$ cat config.mk
export PLATFORM = sky130hd
export DESIGN_NAME = pipe_decode_rf
export DESIGN_NICKNAME = d
export VERILOG_FILES = /design/src/rtl/y86_pkg.sv /design/src/rtl/y86_regfile.sv /design/src/rtl/pipe_decode_rf.sv
export SDC_FILE = /design/constraint.sdc
export NUM_CORES = 2
export LEC_CHECK = 0
export ABC_AREA = 1
export CAP_MARGIN = 20
export CORE_UTILIZATION = 33
export CTS_BUF_LIST = sky130_fd_sc_hd__clkbuf_8
export CTS_CLUSTER_DIAMETER = 120
export CTS_CLUSTER_SIZE = 24
export DETAILED_ROUTE_END_ITERATION = 10
export DONT_BUFFER_PORTS = 1
export HOLD_SLACK_MARGIN = 0.05
export PLACE_DENSITY = 0.48
export SKIP_LAST_GASP = 1
export SLEW_MARGIN = 25
export SYNTH_ARGS = -nofsm -noshare
export SYNTH_HDL_FRONTEND = slang
export SYNTH_SLANG_ARGS = --single-unit
export TNS_END_PERCENT = 30
$ cat constraint.sdc
create_clock -name clk -period 14.3 [get_ports clk]
set_clock_uncertainty 0.05 [all_clocks]
set_input_delay 3.575 -clock clk [delete_from_list [all_inputs] [get_ports clk]]
set_output_delay 3.575 -clock clk [all_outputs]
set_load 0.02 [all_outputs]
$ cat src/rtl/y86_pkg.sv
// Shared Y86-64 constants: instruction codes and special register ids.
// Used by the decode/write-back stage (pipe_decode_rf) and its register file.
package y86_pkg;

    localparam logic [3:0] IHALT   = 4'h0;
    localparam logic [3:0] INOP    = 4'h1;
    localparam logic [3:0] IRRMOVQ = 4'h2;
    localparam logic [3:0] IIRMOVQ = 4'h3;
    localparam logic [3:0] IRMMOVQ = 4'h4;
    localparam logic [3:0] IMRMOVQ = 4'h5;
    localparam logic [3:0] IOPQ    = 4'h6;
    localparam logic [3:0] IJXX    = 4'h7;
    localparam logic [3:0] ICALL   = 4'h8;
    localparam logic [3:0] IRET    = 4'h9;
    localparam logic [3:0] IPUSHQ  = 4'hA;
    localparam logic [3:0] IPOPQ   = 4'hB;

    localparam logic [3:0] RRSP    = 4'h4;
    localparam logic [3:0] RNONE   = 4'hF;

endpackage

$ cat src/rtl/y86_regfile.sv
// Y86-64 register file: two read ports, two write ports (E and M).
// M wins when both ports target the same register. Ids of RNONE or >= NREGS
// are never written and read back as zero.
// Optional macro PIPE_DECODE_WB_BYPASS_EN forwards same-cycle write data to
// the read ports (M before E); otherwise reads see the pre-edge contents.
module y86_regfile
    import y86_pkg::*;
#(
    parameter int                DATA_W   = 64,
    parameter int                NREGS    = 15,
    parameter logic [DATA_W-1:0] RSP_INIT = '0
) (
    input  logic              clk,
    input  logic              rst_n,
    input  logic [3:0]        src_a,
    input  logic [3:0]        src_b,
    output logic [DATA_W-1:0] val_a,
    output logic [DATA_W-1:0] val_b,
    input  logic [3:0]        dst_e,
    input  logic [DATA_W-1:0] val_e,
    input  logic [3:0]        dst_m,
    input  logic [DATA_W-1:0] val_m
);

    logic [DATA_W-1:0] rf_r [NREGS];
    logic [DATA_W-1:0] rd_a_s;
    logic [DATA_W-1:0] rd_b_s;

    // True when an id names an architectural register.
    function automatic logic id_valid(input logic [3:0] id);
        return (id != RNONE) && (32'(id) < NREGS);
    endfunction

    for (genvar g = 0; g < NREGS; g++) begin : g_reg
        localparam logic [3:0]        REG_ID   = 4'(g);
        localparam logic [DATA_W-1:0] REG_INIT = (REG_ID == RRSP) ? RSP_INIT : '0;

        // Per-register update: reset init, then M port over E port.
        always_ff @(posedge clk) begin
            if (!rst_n) begin
                rf_r[g] <= REG_INIT;
            end else if (dst_m == REG_ID && REG_ID != RNONE) begin
                rf_r[g] <= val_m;
            end else if (dst_e == REG_ID && REG_ID != RNONE) begin
                rf_r[g] <= val_e;
            end else begin
                rf_r[g] <= rf_r[g];
            end
        end
    end

    // Array read of both ports; unmatched or invalid ids yield zero.
    always_comb begin
        rd_a_s = '0;
        rd_b_s = '0;
        for (int i = 0; i < NREGS; i++) begin
            if (id_valid(src_a) && src_a == 4'(i)) begin
                rd_a_s = rf_r[i];
            end else begin
                rd_a_s = rd_a_s;
            end
            if (id_valid(src_b) && src_b == 4'(i)) begin
                rd_b_s = rf_r[i];
            end else begin
                rd_b_s = rd_b_s;
            end
        end
    end

`ifdef PIPE_DECODE_WB_BYPASS_EN
    // Forward same-cycle write data onto the read ports, M ahead of E.
    always_comb begin
        val_a = rd_a_s;
        val_b = rd_b_s;
        if (id_valid(src_a) && src_a == dst_m) begin
            val_a = val_m;
        end else if (id_valid(src_a) && src_a == dst_e) begin
            val_a = val_e;
        end else begin
            val_a = rd_a_s;
        end
        if (id_valid(src_b) && src_b == dst_m) begin
            val_b = val_m;
        end else if (id_valid(src_b) && src_b == dst_e) begin
            val_b = val_e;
        end else begin
            val_b = rd_b_s;
        end
    end
`else
    // Reads return the pre-edge register contents.
    always_comb begin
        val_a = rd_a_s;
        val_b = rd_b_s;
    end
`endif

endmodule

$ cat src/rtl/pipe_decode_rf.sv
// Pipelined Y86-64 decode/write-back stage: derives source/destination ids,
// reads operands from y86_regfile and loads the D->E pipeline register under
// stall/bubble control. Optional macro PIPE_DECODE_WB_BYPASS_EN enables
// write-back forwarding inside the register file.
module pipe_decode_rf
    import y86_pkg::*;
#(
    parameter int                DATA_W   = 64,
    parameter int                NREGS    = 15,
    parameter logic [DATA_W-1:0] RSP_INIT = '0
) (
    input  logic              clk,
    input  logic              rst_n,
    input  logic [3:0]        d_icode,
    input  logic [3:0]        d_ifun,
    input  logic [3:0]        d_rA,
    input  logic [3:0]        d_rB,
    input  logic [DATA_W-1:0] d_valC,
    input  logic [DATA_W-1:0] d_valP,
    input  logic              d_stall,
    input  logic              d_bubble,
    input  logic [3:0]        w_dstE,
    input  logic [DATA_W-1:0] w_valE,
    input  logic [3:0]        w_dstM,
    input  logic [DATA_W-1:0] w_valM,
    output logic [3:0]        e_icode,
    output logic [3:0]        e_ifun,
    output logic [DATA_W-1:0] e_valC,
    output logic [DATA_W-1:0] e_valA,
    output logic [DATA_W-1:0] e_valB,
    output logic [3:0]        e_srcA,
    output logic [3:0]        e_srcB,
    output logic [3:0]        e_dstE,
    output logic [3:0]        e_dstM
);

    logic [3:0]        src_a_s;
    logic [3:0]        src_b_s;
    logic [3:0]        dst_e_s;
    logic [3:0]        dst_m_s;
    logic [DATA_W-1:0] rf_a_s;
    logic [DATA_W-1:0] rf_b_s;
    logic [DATA_W-1:0] val_a_s;

    y86_regfile #(
        .DATA_W   (DATA_W),
        .NREGS    (NREGS),
        .RSP_INIT (RSP_INIT)
    ) u_regfile (
        .clk   (clk),
        .rst_n (rst_n),
        .src_a (src_a_s),
        .src_b (src_b_s),
        .val_a (rf_a_s),
        .val_b (rf_b_s),
        .dst_e (w_dstE),
        .val_e (w_valE),
        .dst_m (w_dstM),
        .val_m (w_valM)
    );

    // Source/destination id decode from the instruction code.
    always_comb begin
        src_a_s = RNONE;
        src_b_s = RNONE;
        dst_e_s = RNONE;
        dst_m_s = RNONE;
        case (d_icode)
            IRRMOVQ, IRMMOVQ, IOPQ, IPUSHQ: src_a_s = d_rA;
            IRET, IPOPQ:                    src_a_s = RRSP;
            default:                        src_a_s = RNONE;
        endcase
        case (d_icode)
            IRMMOVQ, IMRMOVQ, IOPQ:         src_b_s = d_rB;
            ICALL, IRET, IPUSHQ, IPOPQ:     src_b_s = RRSP;
            default:                        src_b_s = RNONE;
        endcase
        case (d_icode)
            IRRMOVQ, IIRMOVQ, IOPQ:         dst_e_s = d_rB;
            ICALL, IRET, IPUSHQ, IPOPQ:     dst_e_s = RRSP;
            default:                        dst_e_s = RNONE;
        endcase
        case (d_icode)
            IMRMOVQ, IPOPQ:                 dst_m_s = d_rA;
            default:                        dst_m_s = RNONE;
        endcase
    end

    // valA carries the incremented PC for jumps and calls.
    always_comb begin
        val_a_s = rf_a_s;
        if (d_icode == IJXX || d_icode == ICALL) begin
            val_a_s = d_valP;
        end else begin
            val_a_s = rf_a_s;
        end
    end

    // D->E pipeline register: reset > stall (hold) > bubble (NOP) > load.
    always_ff @(posedge clk) begin
        if (!rst_n || (!d_stall && d_bubble)) begin
            e_icode <= INOP;
            e_ifun  <= 4'h0;
            e_valC  <= '0;
            e_valA  <= '0;
            e_valB  <= '0;
            e_srcA  <= RNONE;
            e_srcB  <= RNONE;
            e_dstE  <= RNONE;
            e_dstM  <= RNONE;
        end else if (d_stall) begin
            e_icode <= e_icode;
            e_ifun  <= e_ifun;
            e_valC  <= e_valC;
            e_valA  <= e_valA;
            e_valB  <= e_valB;
            e_srcA  <= e_srcA;
            e_srcB  <= e_srcB;
            e_dstE  <= e_dstE;
            e_dstM  <= e_dstM;
        end else begin
            e_icode <= d_icode;
            e_ifun  <= d_ifun;
            e_valC  <= d_valC;
            e_valA  <= val_a_s;
            e_valB  <= rf_b_s;
            e_srcA  <= src_a_s;
            e_srcB  <= src_b_s;
            e_dstE  <= dst_e_s;
            e_dstM  <= dst_m_s;
        end
    end

endmodule

==> summary.txt <==
status: finished, final reports clean
Finished Cell Area: 63100 µm²
total clock buffers created by CTS: 54
worst path required time: 15.03 ns
Area growth, synth to finish: 5.02%
GRT Util Overall: 32.3%
CP endpoint kind: flop
Finished Layout Cells: 9026
drt first pass iters: 9
setup TNS: 0 ns
RSZ-0062 raised after global routing: false
total gr overflow: 0
Post-DP Area: 62000 µm²
cell leakage power: 22.5 nW
Comb pwr share: 13.1%
Hold Fails Final Rpt: 0
Rel. slew slack: 23.0%
Int Pwr: 4.52 mW
Vias: 57400
fmax: 0.141 GHz
die width: 429 µm
Power, Total: 6.58 mW
Max-Cap Viols: 0
core area: 181000 µm²
initial drt markers: 9558
routed len/inst: 34.3 µm
max incr delay on CP: 0.74 ns
Clock Pin Slew Worst Setup and Hold Paths: 0.16 ns
post-synth top area cell: edfxtp_1
Clock Sinks: 1176
PD cells: 104 nW/µm²
post-detail-place hpwl: 186000 µm
initial antenna violation count: 39
Post-layout nets: 6852
CP max stage cell: buf_4
Most used DFF post-synth: edfxtp_1
clock buffer depth: 3
switch share: 31.3%
Worst-Skew Late Latency: 0.89 ns
H-tree level count: 2
routed vias/inst: 6.36
fraction of layout cells with a size suffix above 1: 4.48%
Synth Warn #: 0
critical path launch point: d_icode[2]
vias in the first global route: 52400
Resized Gates After CTS: 0
final wirelength: 309000 µm
worst-case vdd ir drop: 88.4 µV
Crit Path Max Fanout: 66
DRC Markers: 0
die footprint: 184000 µm²
Port Buffer Count: 0
pre-CTS WS: 6.69 ns
NetSw: 2.06 mW
Clk network pwr share: 23.3%
largest net degree at the start of global routing: 141
Metal-1 WL: 117000 µm
Final Max Slew Viols: 0
row count: 156
first-pass GRT wire length: 424000 µm
Final Cycle Share: 49.5%
setup ws final: 7.23 ns
sequential fraction of the synthesis area: 55.2%
post-synth net total: 7323
DP Cell Count: 8882
most frequent cell on the critical path: nand2_1
Cell Area, Synth: 60100 µm²
Highest Signal Layer: met5
die height: 429 µm
Setup violations, final: 0
post-route ant nets: 0
Seq cells post-synth: 1176
cell count after synthesis: 7039
Post-synth EDFFs: 960
Area contributors post-synth: edfxtp_1 (48%), nand2_1 (9.4%), o22ai_1 (9.3%)
# hold bufs at CTS: 0
r2r startpoint: u_regfile.rf_r[0][126]$_DFFE_PP_
critical path startpoint category: input port
Reg power frac: 63.6%
synth unique cells: 33
Min-Delay Path Class: reg2reg
Root Buffer Master: clkbuf_8
initial core utilization: 33.2%
Period minus WS final: 7.07 ns
Avg Inst Size Synth: 8.53 µm²
post-CTS setup buffer count: 0
WP data arrival: 7.80 ns
metal2 WL: 132000 µm
top cell type's share of synthesized area: 48.0%
CTS tree: yes
Post-synth ARST share: 0%
global placement routability congestion: 0.916
worst-path cell chain: inv_2 > nand2_1 > nand2_2 > nand3_1 > nor2_4 > buf_12 > inv_2 > nor2_4 > buf_4 > buf_4 > nand2_1 > nand2_1 > nand4_1 > nor2_1 > nand4_1 > nand2_1 > a21oi_1
IO Pins: 500
Hold Startpoint: e_valC[19]$_SDFFE_PP0N_
metal3 WL: 44000 µm
Slew @ Worst Pin: 1.16 ns
Setup CP Type: in2reg
cell families (layout without fill, tap and decap cells):
| logic type | Yosys count | in the layout | share of synthesized area [%] |
|---|---|---|---|
| flops | 1176 | 1176 | 55.2 |
| other cells | 0 | 44 | 0 |
| compound gates | 1459 | 1459 | 14.3 |
| buf+inv | 1191 | 764 | 7.68 |
| simple gates | 3213 | 3213 | 22.8 |
synth_stat cells (2+ instances only):
cell / n
nand2_1: 1503
clkbuf_1: 499
dfxtp_1: 216
or2_0: 3
a21oi_1: 271
nor2_1: 784
o21ai_1: 49
nand2_2: 2
buf_1: 47
inv_2: 23
or2_2: 12
nand4_1: 333
o211ai_1: 3
nor2_4: 2
nand3_1: 549
edfxtp_1: 960
nor2_2: 13
inv_1: 521
o31ai_1: 64
o22ai_1: 897
buf_4: 6
nor3_1: 5
o21ai_0: 173
buf_2: 95
power by group through the flow:
stage / clock network (mW) / logic, mW / registers (mW)
6_report: 1.53 / 0.862 / 4.18
5_1_grt: 1.60 / 0.893 / 4.21
3_3_place_gp: 0 / 0.819 / 4.25
3_5_place_dp: 0 / 0.822 / 4.25
2_1_floorplan: 0 / 0.460 / 4.20
4_1_cts: 1.53 / 0.824 / 4.18
area by class of cell:
class / instances / area, µm²
clock inverters: 43 / 161
clock buffers: 57 / 785
well taps: 2370 / 2970
multi-input cells: 4672 / 22900
diodes: 44 / 110
repair buffers: 120 / 913
flip-flops and latches: 1176 / 33200
inverters: 544 / 2060
fillers: 18500 / 118000
path summary, 6_finish.rpt:
path | slack, ns | cells after the start | to
max | 7.23 | 17 | e_valA[49]$_SDFFE_PP0N_
min | 0.52 | 2 | e_valC[19]$_SDFFE_PP0N_
max reg2reg | 11.85 | 10 | e_valB[62]$_SDFFE_PP0N_
min reg2reg | 0.52 | 2 | e_valC[19]$_SDFFE_PP0N_
flip-flops by register name (all words and copies together), names as in the netlist, 64 cells and up:
register        count
e_valA             64
e_valB             64
e_valC             64
u_regfile.rf_r    960
layout by cell type, fill, tap and decap left out, types with 5 or more instances in the layout:
master    synthesis  routed
or2_2            12      12
edfxtp_1        960     960
inv_1           521     560
nand4_1         333     333
inv_2            23      21
nand3_4           0      34
o21ai_0         173     173
nand3_1         549     515
nor3_1            5       5
o22ai_1         897     897
nor2_1          784     771
nand2_2           2      10
nand2_1        1503    1493
o21ai_1          49      49
dfxtp_1         216     216
buf_4             6     119
a21oi_1         271     269
o31ai_1          64      64
clkbuf_8          0      57
diode_2           0      44
nor2_4            2      25
per-stage QoR:
step / hold slack (ns) / utilization (%)
finish: 0.524 / 34.9
global route: 0.536 / 34.9
CTS: 0.526 / 34.8
detailed placement: 0.505 / 34.3
global placement: 0.504 / 34.3
floorplan: 0.467 / -
worst max-delay path, delay by kind of cell:
kind                   cells  cell delay [ns]
buffers and inverters      5             1.95
AND/OR/NAND/NOR           11             2.11
AO/OA/AOI/OAI              1             0.06
per-layer routing:
metal  vias up  global-route usage (%)
li1      23800                       -
met1     28100                    42.0
met2      4700                    48.1
met3       728                    10.0
met4        12                    16.2
met5         -                       0
Power figures use the tool's default switching activity.
